`src/rtl/square_draw_pkg.sv`:
```
// ---------------------------------------------------------------------------
// square_draw_pkg
// Shared definitions for the square-draw sequencer:
//   - default widths for coordinates and colour
//   - default erase colour and watchdog limit
//   - sequencer state encoding and small state-decode helpers
// ---------------------------------------------------------------------------
package square_draw_pkg;

   localparam int X_W_DEF            = 8;
   localparam int Y_W_DEF            = 7;
   localparam int C_W_DEF            = 3;
   localparam int BG_COLOUR_DEF      = 0;
   localparam int TIMEOUT_CYCLES_DEF = 64;

   typedef enum logic [2:0] {
      ST_IDLE       = 3'd0,
      ST_PREP_ERASE = 3'd1,
      ST_ERASE      = 3'd2,
      ST_PREP_DRAW  = 3'd3,
      ST_DRAW       = 3'd4,
      ST_FINISH     = 3'd5
   } draw_state_e;

   // States that hold the plotter's pixel counters in clear.
   function automatic logic state_is_prep(input draw_state_e s);
      return (s == ST_PREP_ERASE) || (s == ST_PREP_DRAW);
   endfunction

   // States that step the plotter and write the framebuffer.
   function automatic logic state_is_plot(input draw_state_e s);
      return (s == ST_ERASE) || (s == ST_DRAW);
   endfunction

endpackage

```
`src/rtl/draw_watchdog.sv`:
```
// ---------------------------------------------------------------------------
// draw_watchdog
// Cycle counter guarding one ERASE or DRAW phase.
//   clk     : system clock
//   resetn  : asynchronous active-low reset
//   clr     : restart the count (asserted in the PREP states)
//   cnt_en  : count this cycle (asserted while plotting)
//   expire  : this enabled cycle is the TIMEOUT_CYCLES-th of the phase
// ---------------------------------------------------------------------------
module draw_watchdog
   import square_draw_pkg::*;
#(
   parameter int TIMEOUT_CYCLES = TIMEOUT_CYCLES_DEF
) (
   input  logic clk,
   input  logic resetn,
   input  logic clr,
   input  logic cnt_en,
   output logic expire
);

   localparam int CNT_W = $clog2(TIMEOUT_CYCLES + 1);

   logic [CNT_W-1:0] cnt_q;
   logic [CNT_W-1:0] cnt_d;

   // cnt_q counts completed cycles of the phase, so the current cycle is
   // number cnt_q+1; expire flags the cycle that reaches the limit so the
   // sequencer leaves the phase on that very edge.
   assign expire = cnt_en && (cnt_q == CNT_W'(TIMEOUT_CYCLES - 1));

   always_comb begin
      cnt_d = cnt_q;
      if (clr) begin
         cnt_d = '0;
      end else if (cnt_en && !expire) begin
         cnt_d = cnt_q + 1'b1;
      end
   end

   always_ff @(posedge clk or negedge resetn) begin
      if (!resetn) begin
         cnt_q <= '0;
      end else begin
         cnt_q <= cnt_d;
      end
   end

endmodule

```
`src/rtl/square_draw_ctrl.sv`:
```
// ---------------------------------------------------------------------------
// square_draw_ctrl
// Initiator-side sequencer for the 4x4 square plotter. Accepts one
// square-draw request at a time over valid/ready, optionally erases the
// previously drawn square in the background colour, then draws the new one.
//
// Ports:
//   clk, resetn               : clock, asynchronous active-low reset
//   req_valid / req_ready     : request handshake
//   req_x, req_y, req_colour  : square origin and fill colour
//   req_move                  : erase the previous square first
//   plot_x, plot_y            : origin presented to the plotter
//   plot_colour               : colour presented to the plotter
//   plot_clr_n                : synchronous active-low clear of plotter counters
//   plot_en                   : plotter advance / framebuffer write enable
//   plot_done                 : plotter presenting its 16th pixel
//   busy                      : request in progress
//   done_pulse                : one-cycle completion strobe
//   err_timeout               : sticky watchdog abort flag
// ---------------------------------------------------------------------------
module square_draw_ctrl
   import square_draw_pkg::*;
#(
   parameter int X_W            = X_W_DEF,
   parameter int Y_W            = Y_W_DEF,
   parameter int C_W            = C_W_DEF,
   parameter int BG_COLOUR      = BG_COLOUR_DEF,
   parameter int TIMEOUT_CYCLES = TIMEOUT_CYCLES_DEF
) (
   input  logic           clk,
   input  logic           resetn,
   input  logic           req_valid,
   output logic           req_ready,
   input  logic [X_W-1:0] req_x,
   input  logic [Y_W-1:0] req_y,
   input  logic [C_W-1:0] req_colour,
   input  logic           req_move,
   output logic [X_W-1:0] plot_x,
   output logic [Y_W-1:0] plot_y,
   output logic [C_W-1:0] plot_colour,
   output logic           plot_clr_n,
   output logic           plot_en,
   input  logic           plot_done,
   output logic           busy,
   output logic           done_pulse,
   output logic           err_timeout
);

   draw_state_e    state_q, state_d;
   logic           rst_done_q, rst_done_d;
   logic           have_prev_q, have_prev_d;
   logic           err_q, err_d;
   logic [X_W-1:0] prev_x_q, prev_x_d;
   logic [Y_W-1:0] prev_y_q, prev_y_d;
   logic [X_W-1:0] cap_x_q, cap_x_d;
   logic [Y_W-1:0] cap_y_q, cap_y_d;
   logic [C_W-1:0] cap_colour_q, cap_colour_d;
   logic [X_W-1:0] plot_x_q, plot_x_d;
   logic [Y_W-1:0] plot_y_q, plot_y_d;
   logic [C_W-1:0] plot_colour_q, plot_colour_d;

   logic           xfer;
   logic           wd_clr;
   logic           wd_en;
   logic           wd_expire;

   // Ready is withheld for the first cycle after reset release so the
   // requester never sees a handshake coincide with reset deassertion.
   assign rst_done_d = 1'b1;
   assign req_ready  = rst_done_q && (state_q == ST_IDLE);
   assign xfer       = req_valid && req_ready;

   assign wd_clr = state_is_prep(state_q);
   assign wd_en  = state_is_plot(state_q);

   draw_watchdog #(
      .TIMEOUT_CYCLES(TIMEOUT_CYCLES)
   ) u_watchdog (
      .clk    (clk),
      .resetn (resetn),
      .clr    (wd_clr),
      .cnt_en (wd_en),
      .expire (wd_expire)
   );

   // ------------------------------------------------------------------
   // Next-state and datapath. The plot_* registers are loaded on the edge
   // that enters a PREP state, so they are already stable while the
   // plotter counters are being cleared and stay stable for the phase.
   // ------------------------------------------------------------------
   always_comb begin
      state_d       = state_q;
      have_prev_d   = have_prev_q;
      err_d         = err_q;
      prev_x_d      = prev_x_q;
      prev_y_d      = prev_y_q;
      cap_x_d       = cap_x_q;
      cap_y_d       = cap_y_q;
      cap_colour_d  = cap_colour_q;
      plot_x_d      = plot_x_q;
      plot_y_d      = plot_y_q;
      plot_colour_d = plot_colour_q;

      case (state_q)
         ST_IDLE: begin
            if (xfer) begin
               cap_x_d      = req_x;
               cap_y_d      = req_y;
               cap_colour_d = req_colour;
               // A move with nothing on screen yet degenerates to a draw.
               if (req_move && have_prev_q) begin
                  state_d       = ST_PREP_ERASE;
                  plot_x_d      = prev_x_q;
                  plot_y_d      = prev_y_q;
                  plot_colour_d = C_W'(BG_COLOUR);
               end else begin
                  state_d       = ST_PREP_DRAW;
                  plot_x_d      = req_x;
                  plot_y_d      = req_y;
                  plot_colour_d = req_colour;
               end
            end
         end

         ST_PREP_ERASE: begin
            state_d = ST_ERASE;
         end

         ST_ERASE: begin
            // The last pixel is written in the cycle plot_done is seen,
            // so completion takes priority over a coincident timeout.
            if (plot_done) begin
               state_d       = ST_PREP_DRAW;
               plot_x_d      = cap_x_q;
               plot_y_d      = cap_y_q;
               plot_colour_d = cap_colour_q;
            end else if (wd_expire) begin
               state_d = ST_IDLE;
               err_d   = 1'b1;
            end
         end

         ST_PREP_DRAW: begin
            state_d = ST_DRAW;
         end

         ST_DRAW: begin
            if (plot_done) begin
               state_d = ST_FINISH;
            end else if (wd_expire) begin
               state_d = ST_IDLE;
               err_d   = 1'b1;
            end
         end

         ST_FINISH: begin
            // Only a completed draw becomes the square to erase next time;
            // an aborted one leaves the previous record untouched.
            prev_x_d    = cap_x_q;
            prev_y_d    = cap_y_q;
            have_prev_d = 1'b1;
            state_d     = ST_IDLE;
         end

         default: begin
            state_d = ST_IDLE;
         end
      endcase
   end

   always_ff @(posedge clk or negedge resetn) begin
      if (!resetn) begin
         state_q       <= ST_IDLE;
         rst_done_q    <= 1'b0;
         have_prev_q   <= 1'b0;
         err_q         <= 1'b0;
         prev_x_q      <= '0;
         prev_y_q      <= '0;
         cap_x_q       <= '0;
         cap_y_q       <= '0;
         cap_colour_q  <= '0;
         plot_x_q      <= '0;
         plot_y_q      <= '0;
         plot_colour_q <= '0;
      end else begin
         state_q       <= state_d;
         rst_done_q    <= rst_done_d;
         have_prev_q   <= have_prev_d;
         err_q         <= err_d;
         prev_x_q      <= prev_x_d;
         prev_y_q      <= prev_y_d;
         cap_x_q       <= cap_x_d;
         cap_y_q       <= cap_y_d;
         cap_colour_q  <= cap_colour_d;
         plot_x_q      <= plot_x_d;
         plot_y_q      <= plot_y_d;
         plot_colour_q <= plot_colour_d;
      end
   end

   // ------------------------------------------------------------------
   // Moore outputs. Gating the clear with rst_done_q keeps the plotter
   // counters held clear throughout reset and the cycle after release.
   // ------------------------------------------------------------------
   assign plot_x      = plot_x_q;
   assign plot_y      = plot_y_q;
   assign plot_colour = plot_colour_q;
   assign plot_clr_n  = rst_done_q && !state_is_prep(state_q);
   assign plot_en     = state_is_plot(state_q);
   assign busy        = (state_q != ST_IDLE);
   assign done_pulse  = (state_q == ST_FINISH);
   assign err_timeout = err_q;

endmodule

```
`config.mk`:
```
export PLATFORM = sky130hd
export DESIGN_NAME = square_draw_ctrl
export DESIGN_NICKNAME = d
export VERILOG_FILES = /design/src/rtl/square_draw_pkg.sv /design/src/rtl/draw_watchdog.sv /design/src/rtl/square_draw_ctrl.sv
export SDC_FILE = /design/constraint.sdc
export NUM_CORES = 1
export LEC_CHECK = 0
export ABC_AREA = 1
export ABC_CLOCK_PERIOD_IN_PS = 1500
export CAP_MARGIN = 10
export CORE_MARGIN = 5
export CORE_UTILIZATION = 26
export CTS_CLUSTER_SIZE = 28
export DETAILED_ROUTE_END_ITERATION = 6
export HOLD_SLACK_MARGIN = 0.12
export PLACE_DENSITY_LB_ADDON = 0.05
export SYNTH_ARGS = -nofsm -noshare
export SYNTH_HDL_FRONTEND = slang
export SYNTH_SLANG_ARGS = --single-unit
export TNS_END_PERCENT = 100
```
`constraint.sdc`:
```
create_clock -name clk -period 1.5 [get_ports clk]
set_input_delay 0.375 -clock clk [delete_from_list [all_inputs] [get_ports clk]]
set_output_delay 0.375 -clock clk [all_outputs]
set_load 0.02 [all_outputs]
```
After elaboration in Yosys (flattened, before gate mapping)
Index checks and enable logic that the tools add are counted.
{ "classes": {"add_sub_neg": 1, "eq_ne": 8, "mux": 20, "n_bitwise": 1, "n_reduce_logical": 18} }
{ "op_table": {"columns": ["cell", "count"], "rows": [
  ["$mux W7", 5],
  ["$mux W8", 3],
  ["$mux W3", 7],
  ["$pmux W8 S2", 1],
  ["$pmux W3 S5", 1],
  ["$pmux W7 S2", 1],
  ["$add A7 B1 Y7 const B", 1],
  ["$eq A7 B6 Y1 const B", 1],
  ["$eq A3 B2 Y1 const B", 2],
  ["$eq A3 B3 Y1 const B", 2],
  ["$logic_and A1 B1 Y1", 6],
  ["$pmux W3 S2", 1],
  ["$reduce_and A3 Y1", 2],
  ["$ne A2 B2 Y1 const B", 2],
  ["$reduce_bool A2 Y1", 2],
  ["$eq A3 B1 Y1 const B", 1],
  ["$logic_not A3 Y1", 1],
  ["$reduce_bool A3 Y1", 1],
  ["$logic_not A1 Y1", 2],
  ["$logic_or A1 B1 Y1", 2],
  ["$mux W2", 1],
  ["$reduce_and A2 Y1", 1],
  ["$reduce_or A2 Y1", 1],
  ["$not A1 Y1", 1]
]} }
{ "totals": {"register_bits": 64, "inputBits": 23, "word_cells": 61} }

Depth between registers and ports, before layout
{ "logic_depth": {"word_depth": 7, "depth_mapped": 9, "ltp_nobuf": 9} }

Cells and area by module
From an unflattened synthesis, not the netlist that was laid out.
{ "hier_totals": {"cells_unflattened": 439, "area_unflattened_um2": 3249.4} }
{ "modules_own_cells": {"columns": ["module", "n_inst", "cells_per_inst", "area_each_um2"], "rows": [
  ["square_draw_ctrl", 1, 370, 2766.4],
  ["draw_watchdog", 1, 69, 483.0]
]} }

Worst setup path after synthesis
Ideal clock, no wire load.
{ "synth_path": {"path_type": "register -> register", "start": "register state_q[2]", "end": "register cap_colour_q[2]", "arrival_time_ns": 1.286, "required_time_ns": 1.376, "slack_ns": 0.091, "path_stages_with_launch": 8, "path_buffers": 1, "synth_period_minus_slack_ns": 1.409, "cell_sequence": "dfrtp_1 nor2_4 nand2_4 nor2_4 nand2_4 buf_2 nor2_1 a21oi_1"} }
{ "synth_between": {"elab_chain_len": 4} }
{ "synth_lines": {"columns": ["item", "line_no", "text"], "rows": [
  ["start, declared", "square_draw_ctrl.sv:49", "draw_state_e state_q, state_d;"],
  ["start signal, assigned", "square_draw_ctrl.sv:186", "state_q <= state_d;"],
  ["$logic_not A3 Y1", "square_draw_ctrl.sv:70", "assign req_ready = rst_done_q && (state_q == ST_IDLE);"],
  ["$logic_and A1 B1 Y1", "square_draw_ctrl.sv:70", null],
  ["via req_ready", "square_draw_ctrl.sv:33", "output logic req_ready,"],
  ["$logic_and A1 B1 Y1", "square_draw_ctrl.sv:71", "assign xfer = req_valid && req_ready;"],
  ["$reduce_and A2 Y1 (no source line)", null, null],
  ["end signal, assigned", "square_draw_ctrl.sv:194", "cap_colour_q <= cap_colour_d;"],
  ["end, declared", "square_draw_ctrl.sv:57", "logic [C_W-1:0] cap_colour_q, cap_colour_d;"]
]} }
The timed path passes the listed nets, and every way through them passes these cells.
A chain may end at the register's enable or synchronous reset.

Worst setup path in the final report
{ "layout_path": {"start": "register state_q[0]", "end": "output req_ready"} }
{ "layout_between": {"elab_chain_len": 2} }
{ "layout_lines": {"columns": ["item", "line_no"], "rows": [
  ["$logic_not A3 Y1", "square_draw_ctrl.sv:70"],
  ["$logic_and A1 B1 Y1", "square_draw_ctrl.sv:70"],
  ["end, declared", "square_draw_ctrl.sv:33"]
]} }
No other way between the ends.

==> Flow_metrics.wiki <==
{| class="wikitable"
! Metric !! Value
|-
| Total of max-cap violations || 0
|-
| Detailed Place HPWL || 5.32 mm
|-
| Arrival time reported for the critical path endpoint || 1.25 ns
|-
| Launch instance of the worst min-delay path || err_timeout
|-
| Number of I/O pins || 47
|-
| Growth of design area from synthesis to finish || 42.6%
|-
| Number of design-rule violations left by the first detailed-router iteration || 130
|-
| Global-route wire length before repair || 13.8 mm
|-
| Worst slack at placement || -0.271 ns
|-
| Average via count per standard cell || 4.43
|-
| Total of fill cells in the finished design || 1195
|-
| Drt drc || 0
|-
| Htree depth || 3
|-
| Fraction of final layout cells sized beyond drive strength 1 || 16.1%
|-
| Post-route cell area || 4380 sq um
|-
| Result of the run || finished with violations
|-
| Weighted congestion reported at the end of routability-driven placement || 0.711
|-
| Worst-path fanout max || 4
|-
| Vias in the first global route || 2703
|-
| Floorplan die width || 119 microns
|-
| Floorplan die area || 14100 sq um
|-
| Crit path launch type || register
|-
| Shortest clock period the worst path allows after layout || 1.62 ns
|-
| Clock-pin slew reported for the worst setup and hold paths after clock tree synthesis || 0.05 ns
|-
| Number of cells produced by synthesis || 387
|-
| WL per Instance || 14.2 microns
|-
| IR Drop Worst-Case VDD || 0.651 mV
|-
| Pin count of the biggest net entering global routing || 65
|-
| Leak Pwr || 2.23 nW
|-
| Final count of pins violating max slew || 0
|-
| Antenna violations before repair || 0
|-
| Bufs on Longest Clock Path || 2
|-
| Violations in the final reports || setup timing
|-
| Post-synthesis instance area || 3070 sq um
|-
| Inserted Clock Buffers || 9
|-
| Power per cell area || 2030 nW/um^2
|-
| Synth area leader || sky130_fd_sc_hd__dfrtp_1
|-
| Remaining global-route overflow || 0
|-
| Unrepaired setup endpoints after global routing || true
|-
| Least setup slack across all paths after layout || -0.122 ns
|-
| TritonCTS clock tree || yes
|-
| Post-detailed-routing wire length || 8.65 mm
|-
| Hold slack final || 0.473 ns
|-
| Critical path class || reg2out
|-
| Worst-Skew Late Latency || 0.33 ns
|-
| Reg-to-Reg Start || state_q[0]
|-
| Library cell used as clock root buffer || sky130_fd_sc_hd__clkbuf_16
|-
| Clock Skews || 0.00572 ns
|-
| Core outline area || 11500 sq um
|-
| FMAX || 0.616 GHz
|-
| Final layout net count || 485
|-
| Initial Util || 26.7%
|-
| Register area share after synthesis || 52.1%
|-
| Count of vias placed by the detailed router || 2699
|-
| Critical path endpoint category || output pin
|-
| Warnings, synthesis || 0
|-
| Finish-stage setup viols || 10
|-
| Floorplan row count || 39
|-
| I/O Buffers || 46
|-
| Total of flip-flops plus latches after synthesis || 64
|-
| GRT Resource Usage Total || 12.4%
|-
| Post-Syn Area per Cell || 7.94 sq um
|-
| Hold Vio Cnt, Final || 0
|-
| Post-route clock period utilization || 108%
|-
| Sinks on the clock net || 64
|-
| Antenna-violating nets left || 0
|-
| Post-Place Cell Area || 3840 sq um
|-
| Worst setup path start || state_q[0]
|-
| Detailed-router iteration count before antenna repair || 4
|-
| Required time of the critical path || 1.12 ns
|-
| Chip Height || 119 microns
|-
| Number of antenna diodes || 0
|-
| Yosys top cell area share || 52.1%
|-
| Worst Hold Class || reg2reg
|-
| Count of cell types in the netlist || 25
|-
| Top area cells in the synthesized netlist || sky130_fd_sc_hd__dfrtp_1 (52%), sky130_fd_sc_hd__nand2_1 (13%), sky130_fd_sc_hd__o21ai_0 (6.8%)
|-
| Post-synthesis net count || 411
|-
| Total negative slack for setup checks || -0.486 ns
|}
## logic make-up (layout without fill, tap and decap cells)
| logic type | Yosys count | count (layout) | synth area share (%) |
|---|---|---|---|
| simple gates | 182 | 185 | 26.2 |
| compound gates | 71 | 71 | 11.8 |
| buf+inv | 65 | 141 | 8.51 |
| flops | 64 | 64 | 52.1 |
| xor+xnor | 3 | 3 | 0.856 |
| fa+ha+maj | 1 | 1 | 0.407 |
| other cells | 1 | 1 | 0.122 |
## cell type report
class | instances | area [sq um] | share of cell area, %
Inverter | 49 | 194 | 4.43
Tap cell | 143 | 179 | 4.08
Sequential cell | 64 | 1600 | 36.6
Timing Repair Buffer | 76 | 776 | 17.7
Multi-Input combinational cell | 261 | 1310 | 29.9
Clock buffer | 14 | 284 | 6.48
Clock inverter | 2 | 35.0 | 0.800
## synth_stat cells
| master | number |
|---|---|
| sky130_fd_sc_hd__nand2_2 | 1 |
| sky130_fd_sc_hd__or2_2 | 3 |
| sky130_fd_sc_hd__nor3_2 | 1 |
| sky130_fd_sc_hd__buf_2 | 11 |
| sky130_fd_sc_hd__o21ai_0 | 42 |
| sky130_fd_sc_hd__a21o_1 | 1 |
| sky130_fd_sc_hd__nand3_1 | 32 |
| sky130_fd_sc_hd__nor2_2 | 1 |
| sky130_fd_sc_hd__o22ai_1 | 1 |
| sky130_fd_sc_hd__nand2_1 | 106 |
| sky130_fd_sc_hd__xor2_1 | 3 |
| sky130_fd_sc_hd__nand2_4 | 5 |
| sky130_fd_sc_hd__clkbuf_1 | 4 |
| sky130_fd_sc_hd__nand4_1 | 4 |
| sky130_fd_sc_hd__inv_2 | 3 |
| sky130_fd_sc_hd__dfrtp_1 | 64 |
| sky130_fd_sc_hd__buf_4 | 1 |
| sky130_fd_sc_hd__ha_1 | 1 |
| sky130_fd_sc_hd__inv_1 | 46 |
| sky130_fd_sc_hd__conb_1 | 1 |
| sky130_fd_sc_hd__o21ai_1 | 5 |
| sky130_fd_sc_hd__nor2_4 | 2 |
| sky130_fd_sc_hd__nor2_1 | 27 |
| sky130_fd_sc_hd__a21oi_1 | 21 |
| sky130_fd_sc_hd__o211ai_1 | 1 |
## per-stage QoR
stage / utilization, % / instances / power (mW)
2_1_floorplan: - / 387 / 4.98
3_3_place_gp: 33.4 / 581 / 6.47
3_5_place_dp: 33.4 / 581 / 6.49
4_1_cts: 36.4 / 601 / 8.73
5_1_grt: 38.0 / 609 / 9.67
6_report: 38.0 / 609 / 8.88
## path summary, 6_finish.rpt
check	to	slack [ns]	cells past startpoint
max	req_ready	-0.12	4
max in group asynchronous	state_q[0]	0.58	3
max reg2reg	plot_y[1]	-0.02	9
min in group asynchronous	cap_y_q[3]	0.56	3
min reg2reg	err_timeout	0.47	1
min	err_timeout	0.47	1
## metal layers
metal	part of all wire, %	vias up	track usage (%)
met4	1.2	0	4.13
met5	0	-	0
li1	-	1383	-
met2	45	40	18.4
met3	3.6	9	4.20
met1	50	1267	16.8
## cell usage in the layout (no fill, tap or decap), drive strengths merged
cell,netlist,routed
buf,12,33
o21ai,47,47
a21oi,21,21
clkinv,0,1
clkbuf,4,16
nand3,32,32
inv,49,49
ha,1,1
dlygate4sd3,0,1
o22ai,1,1
o211ai,1,1
nand2,112,115
nor2,30,30
a21o,1,1
dfrtp,64,64
or2,3,3
nand4,4,4
nor3,1,1
xor2,3,3
conb,1,1
clkdlybuf4s50,0,21
bufinv,0,1
dlygate4sd2,0,19
## sequential cells by signal, indices dropped and copies added (netlist names)
name	cells
plot_x	8
cap_y_q	7
rst_done_q	1
prev_y_q	7
have_prev_q	1
state_q	3
prev_x_q	8
plot_colour	3
u_watchdog.cnt_q	7
cap_colour_q	3
cap_x_q	8
err_timeout	1
plot_y	7
## critical path, cell delays in order (launching register included)
cell                      delay (ns)
sky130_fd_sc_hd__dfrtp_2        0.45
sky130_fd_sc_hd__nor2_4         0.16
sky130_fd_sc_hd__nand2_4        0.09
sky130_fd_sc_hd__nor2_4         0.10
sky130_fd_sc_hd__buf_6          0.12
## where the power goes
group | switching (mW) | internal (mW) | leakage, nW
sequential | 0.373 | 2.47 | 0.758
clock | 0.747 | 1.47 | 0.159
combinational | 2.25 | 1.58 | 1.31
total | 3.37 | 5.52 | 2.23
## what timing repair did
| action | CTS | global route |
|---|---|---|
| pin swaps | 3 | 3 |
| setup endpoints to repair | 42 | 50 |
| hold buffers | 1 | 0 |
| cloned | 0 | 6 |
| hold endpoints to repair | 64 | 0 |
| gates resized for setup | 52 | 18 |
| setup buffers | 3 | 2 |
Note: power is estimated with default switching activity, not from simulation.
